[config.mk]
export PLATFORM = sky130hd
export DESIGN_NAME = alu_exec_unit_flat
export DESIGN_NICKNAME = d
export VERILOG_FILES = /design/src/rtl/alu_exec_unit_if.sv /design/src/rtl/alu_exec_unit.sv /design/src/flat_wrapper.sv
export SDC_FILE = /design/constraint.sdc
export NUM_CORES = 1
export LEC_CHECK = 0
export CAP_MARGIN = 20
export CORE_ASPECT_RATIO = 1.4
export CORE_MARGIN = 2
export CORE_UTILIZATION = 35
export CTS_BUF_LIST = sky130_fd_sc_hd__clkbuf_8 sky130_fd_sc_hd__clkbuf_16
export DETAILED_ROUTE_END_ITERATION = 7
export PLACE_DENSITY = 0.57
export SYNTH_ARGS = -nofsm -noshare
export SYNTH_HDL_FRONTEND = slang
export SYNTH_SLANG_ARGS = --single-unit
[constraint.sdc]
create_clock -name clk_I -period 9.95 [get_ports clk_I]
set_input_delay 1.99 -clock clk_I [delete_from_list [all_inputs] [get_ports clk_I]]
set_output_delay 1.99 -clock clk_I [all_outputs]
set_load 0.03 [all_outputs]
[src/rtl/alu_exec_unit_if.sv]
// Handshake bundle between the issue stage, the execute ALU and the MEM stage.
// Upstream and downstream both sit on the master side; the ALU is the slave.
interface alu_exec_unit_if #(
  parameter int XLEN = 32
);
  logic            flush_I;
  logic            valid_I;
  logic            ready_O;
  logic [3:0]      aluFunc_I;
  logic [XLEN-1:0] opA_I;
  logic [XLEN-1:0] opB_I;
  logic            valid_O;
  logic            ready_I;
  logic [XLEN-1:0] result_O;
  logic            zero_O;

  modport master (
    output flush_I, valid_I, aluFunc_I, opA_I, opB_I, ready_I,
    input  ready_O, valid_O, result_O, zero_O
  );

  modport slave (
    input  flush_I, valid_I, aluFunc_I, opA_I, opB_I, ready_I,
    output ready_O, valid_O, result_O, zero_O
  );
endinterface

[src/rtl/alu_exec_unit.sv]
// Execute-stage ALU: single-cycle arithmetic/logic ops, and a bit-serial
// shifter that moves one bit per cycle, with valid/ready on both sides.
module alu_exec_unit #(
  parameter int XLEN    = 32,
  parameter int SHAMT_W = 5
) (
  input  logic           clk_I,
  input  logic           rst_I,
  alu_exec_unit_if.slave bus
);
  typedef enum logic {IDLE, SHIFT} state_t;

  localparam logic [3:0] F_ADD  = 4'b0000;
  localparam logic [3:0] F_SUB  = 4'b0001;
  localparam logic [3:0] F_SLL  = 4'b0010;
  localparam logic [3:0] F_SRA  = 4'b0011;
  localparam logic [3:0] F_SRL  = 4'b0100;
  localparam logic [3:0] F_AND  = 4'b0101;
  localparam logic [3:0] F_OR   = 4'b0110;
  localparam logic [3:0] F_XOR  = 4'b0111;
  localparam logic [3:0] F_SLT  = 4'b1000;
  localparam logic [3:0] F_SLTU = 4'b1001;

  state_t              state_q;
  logic [XLEN-1:0]     work_q;
  logic [XLEN-1:0]     result_q;
  logic [SHAMT_W-1:0]  count_q;
  logic [3:0]          op_q;
  logic                valid_q;
  logic                zero_q;

  logic                slot_free;
  logic                accept;
  logic                is_shift;
  logic [SHAMT_W-1:0]  shamt;
  logic [XLEN-1:0]     alu_d;
  logic [XLEN-1:0]     shift_d;

  assign shamt     = bus.opB_I[SHAMT_W-1:0];
  assign slot_free = !valid_q || bus.ready_I;
  assign bus.ready_O = (state_q == IDLE) && slot_free && !bus.flush_I;
  assign accept    = bus.valid_I && bus.ready_O;
  assign is_shift  = (bus.aluFunc_I == F_SLL) || (bus.aluFunc_I == F_SRL) ||
                     (bus.aluFunc_I == F_SRA);

  assign bus.valid_O  = valid_q;
  assign bus.result_O = result_q;
  assign bus.zero_O   = zero_q;

  // Shift codes only reach this path with shamt == 0, so they pass A through.
  always_comb begin
    alu_d = '0;
    case (bus.aluFunc_I)
      F_ADD:  alu_d = bus.opA_I + bus.opB_I;
      F_SUB:  alu_d = bus.opA_I - bus.opB_I;
      F_SLL,
      F_SRL,
      F_SRA:  alu_d = bus.opA_I;
      F_AND:  alu_d = bus.opA_I & bus.opB_I;
      F_OR:   alu_d = bus.opA_I | bus.opB_I;
      F_XOR:  alu_d = bus.opA_I ^ bus.opB_I;
      F_SLT:  alu_d = {{(XLEN-1){1'b0}}, ($signed(bus.opA_I) < $signed(bus.opB_I))};
      F_SLTU: alu_d = {{(XLEN-1){1'b0}}, (bus.opA_I < bus.opB_I)};
      default: alu_d = '0;
    endcase
  end

  // One-bit shift of the working register; the MSB fill distinguishes SRA from SRL.
  for (genvar gi = 0; gi < XLEN; gi++) begin : g_shift
    logic lo_bit;
    logic hi_bit;
    if (gi == 0) begin : g_lsb
      assign lo_bit = 1'b0;
    end else begin : g_lo
      assign lo_bit = work_q[gi-1];
    end
    if (gi == XLEN-1) begin : g_msb
      assign hi_bit = (op_q == F_SRA) ? work_q[XLEN-1] : 1'b0;
    end else begin : g_hi
      assign hi_bit = work_q[gi+1];
    end
    assign shift_d[gi] = (op_q == F_SLL) ? lo_bit : hi_bit;
  end

  always_ff @(posedge clk_I) begin
    if (rst_I) begin
      state_q  <= IDLE;
      valid_q  <= 1'b0;
      result_q <= '0;
      zero_q   <= 1'b1;
      count_q  <= '0;
      work_q   <= '0;
      op_q     <= F_ADD;
    end else if (bus.flush_I) begin
      state_q <= IDLE;
      valid_q <= 1'b0;
      count_q <= '0;
    end else begin
      if (valid_q && bus.ready_I) valid_q <= 1'b0;
      case (state_q)
        IDLE: begin
          if (accept) begin
            if (is_shift && (shamt != '0)) begin
              work_q  <= bus.opA_I;
              count_q <= shamt;
              op_q    <= bus.aluFunc_I;
              state_q <= SHIFT;
            end else begin
              result_q <= alu_d;
              zero_q   <= (alu_d == '0);
              valid_q  <= 1'b1;
            end
          end
        end
        SHIFT: begin
          if (count_q == SHAMT_W'(1)) begin
            // Final step only completes into a free output slot.
            if (slot_free) begin
              result_q <= shift_d;
              zero_q   <= (shift_d == '0);
              valid_q  <= 1'b1;
              count_q  <= '0;
              state_q  <= IDLE;
            end
          end else begin
            work_q  <= shift_d;
            count_q <= count_q - SHAMT_W'(1);
          end
        end
        default: state_q <= IDLE;
      endcase
    end
  end
endmodule

[src/flat_wrapper.sv]
// flat-port wrapper written by rule: the top's interface ports become plain ports
module alu_exec_unit_flat 
#(
  parameter int XLEN    = 32,
  parameter int SHAMT_W = 5
)
  (clk_I, rst_I, bus_flush_I, bus_valid_I, bus_aluFunc_I, bus_opA_I, bus_opB_I, bus_ready_I, bus_ready_O, bus_valid_O, bus_result_O, bus_zero_O);
  alu_exec_unit_if #(.XLEN(XLEN)) bus_i ();
  input  logic clk_I;
  input  logic rst_I;
  input wire logic [$bits(bus_i.flush_I)-1:0] bus_flush_I;
  input wire logic [$bits(bus_i.valid_I)-1:0] bus_valid_I;
  input wire logic [$bits(bus_i.aluFunc_I)-1:0] bus_aluFunc_I;
  input wire logic [$bits(bus_i.opA_I)-1:0] bus_opA_I;
  input wire logic [$bits(bus_i.opB_I)-1:0] bus_opB_I;
  input wire logic [$bits(bus_i.ready_I)-1:0] bus_ready_I;
  output wire logic [$bits(bus_i.ready_O)-1:0] bus_ready_O;
  output wire logic [$bits(bus_i.valid_O)-1:0] bus_valid_O;
  output wire logic [$bits(bus_i.result_O)-1:0] bus_result_O;
  output wire logic [$bits(bus_i.zero_O)-1:0] bus_zero_O;
  assign bus_i.flush_I = bus_flush_I;
  assign bus_i.valid_I = bus_valid_I;
  assign bus_i.aluFunc_I = bus_aluFunc_I;
  assign bus_i.opA_I = bus_opA_I;
  assign bus_i.opB_I = bus_opB_I;
  assign bus_i.ready_I = bus_ready_I;
  assign bus_ready_O = bus_i.ready_O;
  assign bus_valid_O = bus_i.valid_O;
  assign bus_result_O = bus_i.result_O;
  assign bus_zero_O = bus_i.zero_O;
  alu_exec_unit #(.XLEN(XLEN), .SHAMT_W(SHAMT_W)) u_core (.clk_I(clk_I), .rst_I(rst_I), .bus(bus_i));
endmodule
# Word-level counts from Yosys, hierarchy flattened
# Index checks and enable logic that the tools add are counted.
dict set report totals {
  ff_bits 76
  latchBits 0
  ram_bits 0
  romBits 0
  input_bits 73
  output_inout_bits 35
  wordCells 120
  memories 0
}
dict set report op_classes {
  add_sub_neg 3
  multipliers 0
  div_mod_pow 0
  n_lt_le_gt_ge 2
  n_eq_ne 19
  shifts 0
  muxes 64
  bitwise_logic 5
  n_reduce_logical 20
}
# operator n
set ops {}
lappend ops {{$pmux W32 S8} 1}
lappend ops {{$mux W32} 7}
lappend ops {{$pmux W32 S2} 2}
lappend ops {{$logic_not A32 Y1} 2}
lappend ops {{$lt A32 B32 Y1} 2}
lappend ops {{$mux W1} 46}
lappend ops {{$add A32 B32 Y32} 1}
lappend ops {{$and A32 B32 Y32} 1}
lappend ops {{$or A32 B32 Y32} 1}
lappend ops {{$sub A32 B32 Y32} 1}
lappend ops {{$xor A32 B32 Y32} 1}
lappend ops {{$mux W5} 4}
lappend ops {{$eq A4 B2 Y1 const B} 4}
lappend ops {{$eq A4 B3 Y1 const B} 4}
lappend ops {{$ne A2 B2 Y1 const B} 5}
lappend ops {{$pmux W5 S2} 1}
lappend ops {{$eq A4 B4 Y1 const B} 2}
lappend ops {{$reduce_and A4 Y1} 2}
lappend ops {{$pmux W1 S2} 3}
lappend ops {{$eq A5 B1 Y1 const B} 1}
lappend ops {{$logic_and A1 B1 Y1} 5}
lappend ops {{$reduce_and A5 Y1} 1}
lappend ops {{$reduce_bool A5 Y1} 1}
lappend ops {{$sub A5 B1 Y5 const B} 1}
lappend ops {{other kinds (10)} 14}

# Longest topological paths before layout
# Gate-level depths: netlist (run 1).
dict set report logic_depth {
  word_depth 7
  mapped_depth 16
}

# Least setup slack after synthesis (run 1)
# Ideal clock, no wire load.
dict set report synth_timing {
  path_type {input to register}
  from {input port bus_aluFunc_I[2]}
  to {register u_core.zero_q, in the netlist u_core.bus.zero_O}
  setup_ns 0.059
  t_arrival_ns 6.041
  t_required_ns 9.891
  path_slack_ns 3.851
  cell_stages 14
  cell_sequence {clkbuf_1 > nand2b_1 > a21oi_1 > a311o_1 > or3_1 > buf_2 > or3_1 > or3_1 > or4_1 > or4_1 > or4b_1 > or4_1 > nor4_1 > a31o_1}
}
dict set report synth_between {
  elab_chain_len 7
}
# element line_no
set synth_lines {}
lappend synth_lines {{start: declaration} flat_wrapper.sv:13} ;# input wire logic [$bits(bus_i.aluFunc_I)-1:0] bus_aluFunc_I;
lappend synth_lines {{$eq A4 B2 Y1 (tied with other cells)} {alu_exec_unit.sv:44, alu_exec_unit.sv:53}}
lappend synth_lines {{$reduce_or A3 Y1} alu_exec_unit.sv:53} ;# case (bus.aluFunc_I)
lappend synth_lines {{$pmux W32 S8} alu_exec_unit.sv:53}
lappend synth_lines {{$logic_not A32 Y1} alu_exec_unit.sv:110} ;# zero_q <= (alu_d == '0);
lappend synth_lines {{$mux W1} alu_exec_unit.sv:103} ;# if (is_shift && (shamt != '0)) begin
lappend synth_lines {{$mux W1} alu_exec_unit.sv:102} ;# if (accept) begin
lappend synth_lines {{$pmux W1 S2} alu_exec_unit.sv:100} ;# case (state_q)
lappend synth_lines {{end signal: assignment} alu_exec_unit.sv:110}
lappend synth_lines {{end signal: assignment} alu_exec_unit.sv:120} ;# zero_q <= (shift_d == '0);
lappend synth_lines {{end: declaration} alu_exec_unit.sv:30} ;# logic zero_q;
# Several ways; a longest one is shown, not always the timed one. The select of a mux whose other input is x is not followed.
# A chain may end at the register's enable or synchronous reset.

# Worst setup path in the final report (run 1)
dict set report layout_timing {
  from {input port bus_aluFunc_I[1]}
  to {register u_core.zero_q, in the netlist u_core.bus.zero_O}
}
# The elaborated chain is that of the path after synthesis.

==> flow_summary_export.csv, run 1 <==
group,metric,value,unit
floorplanning,fp-row-count,70,
routing,drc,0,
global_routing,grt_pass1_wl,58.69,mm
global_routing,grt_pass1_vias,10272,
worst_hold_path,hold_class,"reg2reg",
routing,wl_per_cell,22.12,um
logic_synthesis,synth_flop_cell,"dfxtp_1",
final_layout,layout_common_cells,"nand2_1 (201), a21oi_1 (157), ha_1 (115)",
clock_network,cts_buffers,9,
logic_synthesis,synth_top_area_cell,"dfxtp_1",
final_layout,fillers,2773,
final_layout,area_delta_synth_final,16.77,%
power,p_per_area,105.1,nW/um^2
timing,rsz0062_at_grt,"no",
floorplanning,fp.dieW,141.7,um
routing,routed_wirelength,38.25,mm
clock_network,cts.sinks,76,
clock_network,cts_tree,"yes",
logic_synthesis,synth_top_area_frac,0.1638,
logic_synthesis,yosysSeqAreaShare,0.1638,
floorplanning,start_util,0.3559,
routing,via_count,10694,
floorplanning,core-area,26100,sq um
worst_setup_path,worstPathMaxFanout,17,
logic_synthesis,syn_area,9289,sq um
final_layout,n_antenna_cell,0,
routing,ant_nets,0,
clock_network,clk_path_buf_depth,2,
floorplanning,die_y,196.8,um
routing,drtIter0Drc,1060,
worst_setup_path,cp-start-kind,"primary input",
timing,fmaxAchievable,145.3,MHz
worst_setup_path,endpoint_kind,"register",
global_routing,grt_start_max_net_pins,91,
clock_network,ctsResizeCount,0,
global_routing,gr-total-overflow,0,
logic_synthesis,yosysWarningCount,0,
timing,relSlewSlack,0.3572,
final_layout,fin_nets,1590,
global_routing,grt_use_total,0.2695,
logic_synthesis,async_flop_share,0,
timing,timing.final.hold_violations,0,
timing,setup_violations,0,
clock_network,postCtsSetupRepairBufs,0,
logic_synthesis,yosys-top-cells-area,"dfxtp_1 (16%), ha_1 (15%), a21oi_1 (8.5%)",
logic_synthesis,synthDistinctLibCells,77,
placed_design,hpwl,28.83,mm
timing,worst_pin_slew,0.9642,ns
logic_synthesis,synth.avg_cell_area,6.820,sq um
clock_network,cts.clk_slew.worst_paths,0.07,ns
placed_design,place.gp.congestion,0.9725,
clock_network,clk_latency,0.35,ns
placed_design,dp_slack,2.861,ns
floorplanning,ios,108,
worst_setup_path,crit_required,10.24,ns
final_layout,mostFrequentLayoutCell,"nand2_1",
job,maxCapViolCount,0,
logic_synthesis,synth_edf_count,0,
final_layout,drive_gt1_frac,0.03772,
clock_network,root_buffer,"clkbuf_16",
timing,skew,0.007449,ns
timing,final_max_slew_viol_count,0,
routing,viasPerCell,6.185,
power,peakVddDrop,105.4,uV
worst_setup_path,path_class,"in2reg",
timing,setup_slack,3.068,ns
timing,tns,0,ns
floorplanning,die_area,27880,sq um
placed_design,portBuffers,107,
logic_synthesis,synthCells,1362,
status,outcome,"finished clean",
timing,fin_crit,6.882,ns
power,leakage,4.198,nW
clock_network,htree_levels,3,
routing,first_pass_iters,6,
clock_network,hold_buffers,0,
global_routing,antenna_found_initial,0,
worst_setup_path,cp.arrival,7.18,ns
timing,period_share,0.6917,
final_layout,ff_latch_area,1523,sq um
final_layout,multi_input_area,7053,sq um
logic_synthesis,ys_ff_latch,76,
logic_synthesis,synth_fp_nets,1552,
-- through the flow --
step	cells	hold slack (ns)	area, sq um	utilization	power (mW)
floorplan	1362	0.4318	9289	-	0.6085
global placement	1713	0.4399	10520	0.4032	0.7703
detailed placement	1713	0.4454	10520	0.4032	0.7696
CTS	1729	0.4540	10850	0.4156	1.131
global route	1729	0.4704	10850	0.4156	1.189
finish	1729	0.4509	10850	0.4156	1.140
-- routing by layer --
| metal | global-route usage | routed length (um) | vias to the layer above |
|---|---|---|---|
| met2 | 0.4606 | 18290 | 482 |
| met4 | 0.1600 | 2489 | 0 |
| met3 | 0.02964 | 2097 | 130 |
| met1 | 0.3244 | 15370 | 5082 |
| li1 | - | - | 5000 |
| met5 | 0 | 0 | - |
-- state kept, by name, indices dropped and copies added (netlist names) --
register / count
u_core.state_q: 1
u_core.bus.valid_O: 1
u_core.bus.zero_O: 1
u_core.bus.result_O: 32
u_core.count_q: 5
u_core.op_q: 4
u_core.work_q: 32
-- final cells by class --
cell class	instances	share of cell area
Multi-Input combinational cell	1091	0.6502
Clock inverter	7	0.009113
Tap cell	324	0.03737
Clock buffer	9	0.02076
Sequential cell	76	0.1404
Inverter	102	0.03530
Timing Repair Buffer	120	0.1068
-- worst max-delay path: stages --
cell	delay (ns)
clkdlybuf4s50_1	0.80
or3_1	0.70
nor2_1	0.34
a221oi_1	0.35
o21ai_0	0.18
or3_1	0.42
or4_1	0.42
or4_1	0.50
or4b_1	0.48
or4_1	0.47
nor4_1	0.31
a31o_1	0.19
-- Yosys cell counts, types with 7 or more instances --
| cell | count |
|---|---|
| nand2_1 | 201 |
| a21oi_1 | 158 |
| ha_1 | 115 |
| inv_1 | 99 |
| nor2_1 | 97 |
| clkbuf_1 | 86 |
| dfxtp_1 | 76 |
| o21ai_0 | 67 |
| o211ai_1 | 64 |
| nand3_1 | 46 |
| nor3_1 | 32 |
| xnor2_1 | 18 |
| a222oi_1 | 16 |
| o31ai_1 | 15 |
| a21o_1 | 13 |
| nand2b_1 | 13 |
| nor4_1 | 13 |
| or3_1 | 13 |
| a211oi_1 | 12 |
| a221oi_1 | 11 |
| a211o_1 | 10 |
| nand4_1 | 10 |
| nor2b_1 | 10 |
| o21bai_1 | 9 |
| a31oi_1 | 8 |
| o22ai_1 | 8 |
| a2111oi_0 | 7 |
| mux2i_1 | 7 |
| nor3b_1 | 7 |
| o21ai_1 | 7 |
-- worst paths after layout --
check | cells after the start | to | slack (ns) | start
worst min-delay path | 2 | u_core.bus.result_O[28]$_SDFFE_PP0P_ | 0.45 | u_core.bus.result_O[28]$_SDFFE_PP0P_
worst max-delay path | 12 | u_core.bus.zero_O$_SDFFE_PP1P_ | 3.07 | bus_aluFunc_I[1]
worst min register to register | 2 | u_core.bus.result_O[28]$_SDFFE_PP0P_ | 0.45 | u_core.bus.result_O[28]$_SDFFE_PP0P_
worst max register to register | 15 | u_core.bus.zero_O$_SDFFE_PP1P_ | 4.68 | u_core.count_q[1]$_SDFFE_PP0P_
-- cells by family after synthesis --
group           count (synthesis)  synth area share
fa+ha+maj                     117            0.1592
mux                             7          0.007543
simple gates                  473            0.2340
xor+xnor                       22           0.02074
compound gates                472            0.3358
buf+inv                       195           0.07893
flops                          76            0.1638
-- power by group --
| group | leakage, nW | switching, mW | internal, mW |
|---|---|---|---|
| logic | 3.43 | 0.288 | 0.165 |
| registers | 0.616 | 0.00775 | 0.313 |
| clock network | 0.156 | 0.144 | 0.221 |
| total | 4.20 | 0.440 | 0.700 |
Note: power is estimated with default switching activity, not from simulation.
==> run 2, diff against run 1 <==
==> constraint.sdc (replaced) <==
create_clock -name clk_I -period 7 [get_ports clk_I]
set_input_delay 1.4 -clock clk_I [delete_from_list [all_inputs] [get_ports clk_I]]
set_output_delay 1.4 -clock clk_I [all_outputs]
set_load 0.03 [all_outputs]
==> run 2 against run 1 <==
Critical path depth increased by 2. Count of clock-buffer cells in the layout unchanged. Clock skew about the same. First-iteration DRC count decreased by 4.7%. Sequential share of layout area decreased by 0.15 points. Sequential cell count unchanged. Design area increased by 1.1%. Via count increased by 0.99%. Final cell count increased by 1.2%. Sequential power increased by 42%.
==> flow_summary_export.csv, run 2 (same netlist as run 1, synthesis figures left out) <==
group,metric,value,unit
power,seqPwrFrac,0.289,
final_layout,area_delta_synth_final,18.01,%
clock_network,hold_buffers,0,
final_layout,final_area,10960,sq um
timing,setup_violations,0,
routing,first_pass_iters,8,
power,p_int,0.9346,mW
power,p_clk_frac,0.296,
floorplanning,fp-row-count,70,
placed_design,place.gp.congestion,1.007,
final_layout,fin_nets,1611,
final_layout,ff_latch_area,1523,sq um
placed_design,portBuffers,107,
clock_network,cts_tree,"yes",
worst_setup_path,path_cells,"clkdlybuf4s50_1 -> nand2b_1 -> nor3_2 -> buf_4 -> a221oi_1 -> and3_1 -> mux2i_1 -> a211o_1 -> or4_1 -> or4_1 -> or4b_1 -> or4_1 -> nor4_1 -> a31o_1",
timing,fmaxAchievable,165.2,MHz
power,p_per_area,143.9,nW/um^2
timing,setup_slack,0.9468,ns
floorplanning,fp.dieW,141.7,um
final_layout,fillers,2822,
floorplanning,die_area,27880,sq um
final_layout,multi_input_area,7053,sq um
job,maxCapViolCount,0,
routing,viasPerCell,6.171,
clock_network,root_buffer,"clkbuf_16",
timing,final_max_slew_viol_count,0,
worst_hold_path,hold_class,"reg2reg",
routing,routed_wirelength,39.22,mm
worst_setup_path,crit_required,7.30,ns
final_layout,finish.utilization,0.4200,
global_routing,grt_start_max_net_pins,97,
clock_network,ctsResizeCount,0,
status,outcome,"finished clean",
routing,drc,0,
routing,ant_nets,0,
power,p_total,1.577,mW
worst_setup_path,cp.arrival,6.36,ns
routing,via_count,10800,
timing,tns,0,ns
final_layout,mostFrequentLayoutCell,"nand2_1",
placed_design,hpwl,29.78,mm
worst_setup_path,slowest_stage,"clkdlybuf4s50_1",
floorplanning,start_util,0.3559,
worst_setup_path,endpoint_kind,"register",
final_layout,final_cells,1750,
worst_setup_path,path_class,"in2reg",
global_routing,gr-total-overflow,0,
routing,wl_per_cell,22.41,um
final_layout,n_antenna_cell,0,
power,peakVddDrop,111.6,uV
global_routing,antenna_found_initial,0,
power,power.switching,0.6427,mW
timing,hold_ws,0.4501,ns
clock_network,clk_path_buf_depth,2,
final_layout,drive_gt1_frac,0.05189,
timing,skew,0.007251,ns
clock_network,htree_levels,3,
clock_network,clk_latency,0.36,ns
power,combPwrFrac,0.416,
timing,timing.final.hold_violations,0,
timing,period_share,0.8647,
clock_network,cts_buffers,9,
placed_design,placed_cells,1734,
timing,fin_crit,6.053,ns
placed_design,dp_slack,0.6210,ns
placed_design,placed_area,10680,sq um
routing,drtIter0Drc,1010,
clock_network,cts.clk_slew.worst_paths,0.07,ns
clock_network,cts.sinks,76,
final_layout,layout_common_cells,"nand2_1 (201), a21oi_1 (157), ha_1 (115)",
timing,rsz0062_at_grt,"no",
worst_setup_path,worstPathMaxFanout,8,
global_routing,grt_pass1_vias,10353,
floorplanning,core-area,26100,sq um
floorplanning,ios,108,
timing,relSlewSlack,0.3170,
global_routing,grt_pass1_wl,59.89,mm
timing,worst_pin_slew,1.025,ns
floorplanning,die_y,196.8,um
power,leakage,4.278,nW
clock_network,postCtsSetupRepairBufs,0,
power,swShare,0.4075,
worst_setup_path,worst_path_most_repeated_cell,"or4_1",
worst_setup_path,critical_path.max_stage_delay,0.72,ns
worst_setup_path,cp-start-kind,"primary input",
global_routing,grt_use_total,0.2776,
run 2: cell types whose count changed in the layout (fill, tap and decap cells not counted), sizes merged:
| cell | previous run | this run |
|---|---|---|
| buf | 15 | 36 |
| bufinv | 2 | 0 |
| clkinv | 5 | 4 |
| inv | 101 | 104 |
run 2: cell type report:
class	count	share of cell area
Inverter	102	0.03493
Tap cell	324	0.03698
Clock buffer	9	0.02055
Timing Repair Buffer	141	0.1201
Sequential cell	76	0.1389
Clock inverter	7	0.005136
Multi-Input combinational cell	1091	0.6434
run 2: worst max-delay path: cells and delay by family:
kind / cells / cell delay [ns]
buffers and inverters: 2 / 0.94
AO/OA/AOI/OAI: 3 / 0.82
multiplexers: 1 / 0.08
AND/OR/NAND/NOR: 8 / 3.10
run 2: routing by layer:
metal,vias up,GRT usage,share of wire
met5,-,0,0
met4,0,0.1963,0.083
met3,164,0.03547,0.057
met2,498,0.4693,0.47
met1,5101,0.3228,0.39
li1,5037,-,-
run 2: final timing paths:
kind | startpoint | endpoint | slack, ns | cells past startpoint
max | bus_aluFunc_I[3] | u_core.bus.zero_O$_SDFFE_PP1P_ | 0.95 | 14
min reg2reg | u_core.bus.result_O[5]$_SDFFE_PP0P_ | u_core.bus.result_O[5]$_SDFFE_PP0P_ | 0.45 | 2
min | u_core.bus.result_O[5]$_SDFFE_PP0P_ | u_core.bus.result_O[5]$_SDFFE_PP0P_ | 0.45 | 2
max reg2reg | u_core.count_q[1]$_SDFFE_PP0P_ | u_core.bus.zero_O$_SDFFE_PP1P_ | 2.00 | 14
run 2: power groups by stage:
stage	clock network (mW)	registers, mW	logic (mW)
2_1_floorplan	0	0.480	0.385
3_3_place_gp	0	0.465	0.640
3_5_place_dp	0	0.465	0.641
4_1_cts	0.468	0.455	0.645
5_1_grt	0.491	0.457	0.711
6_report	0.466	0.455	0.656
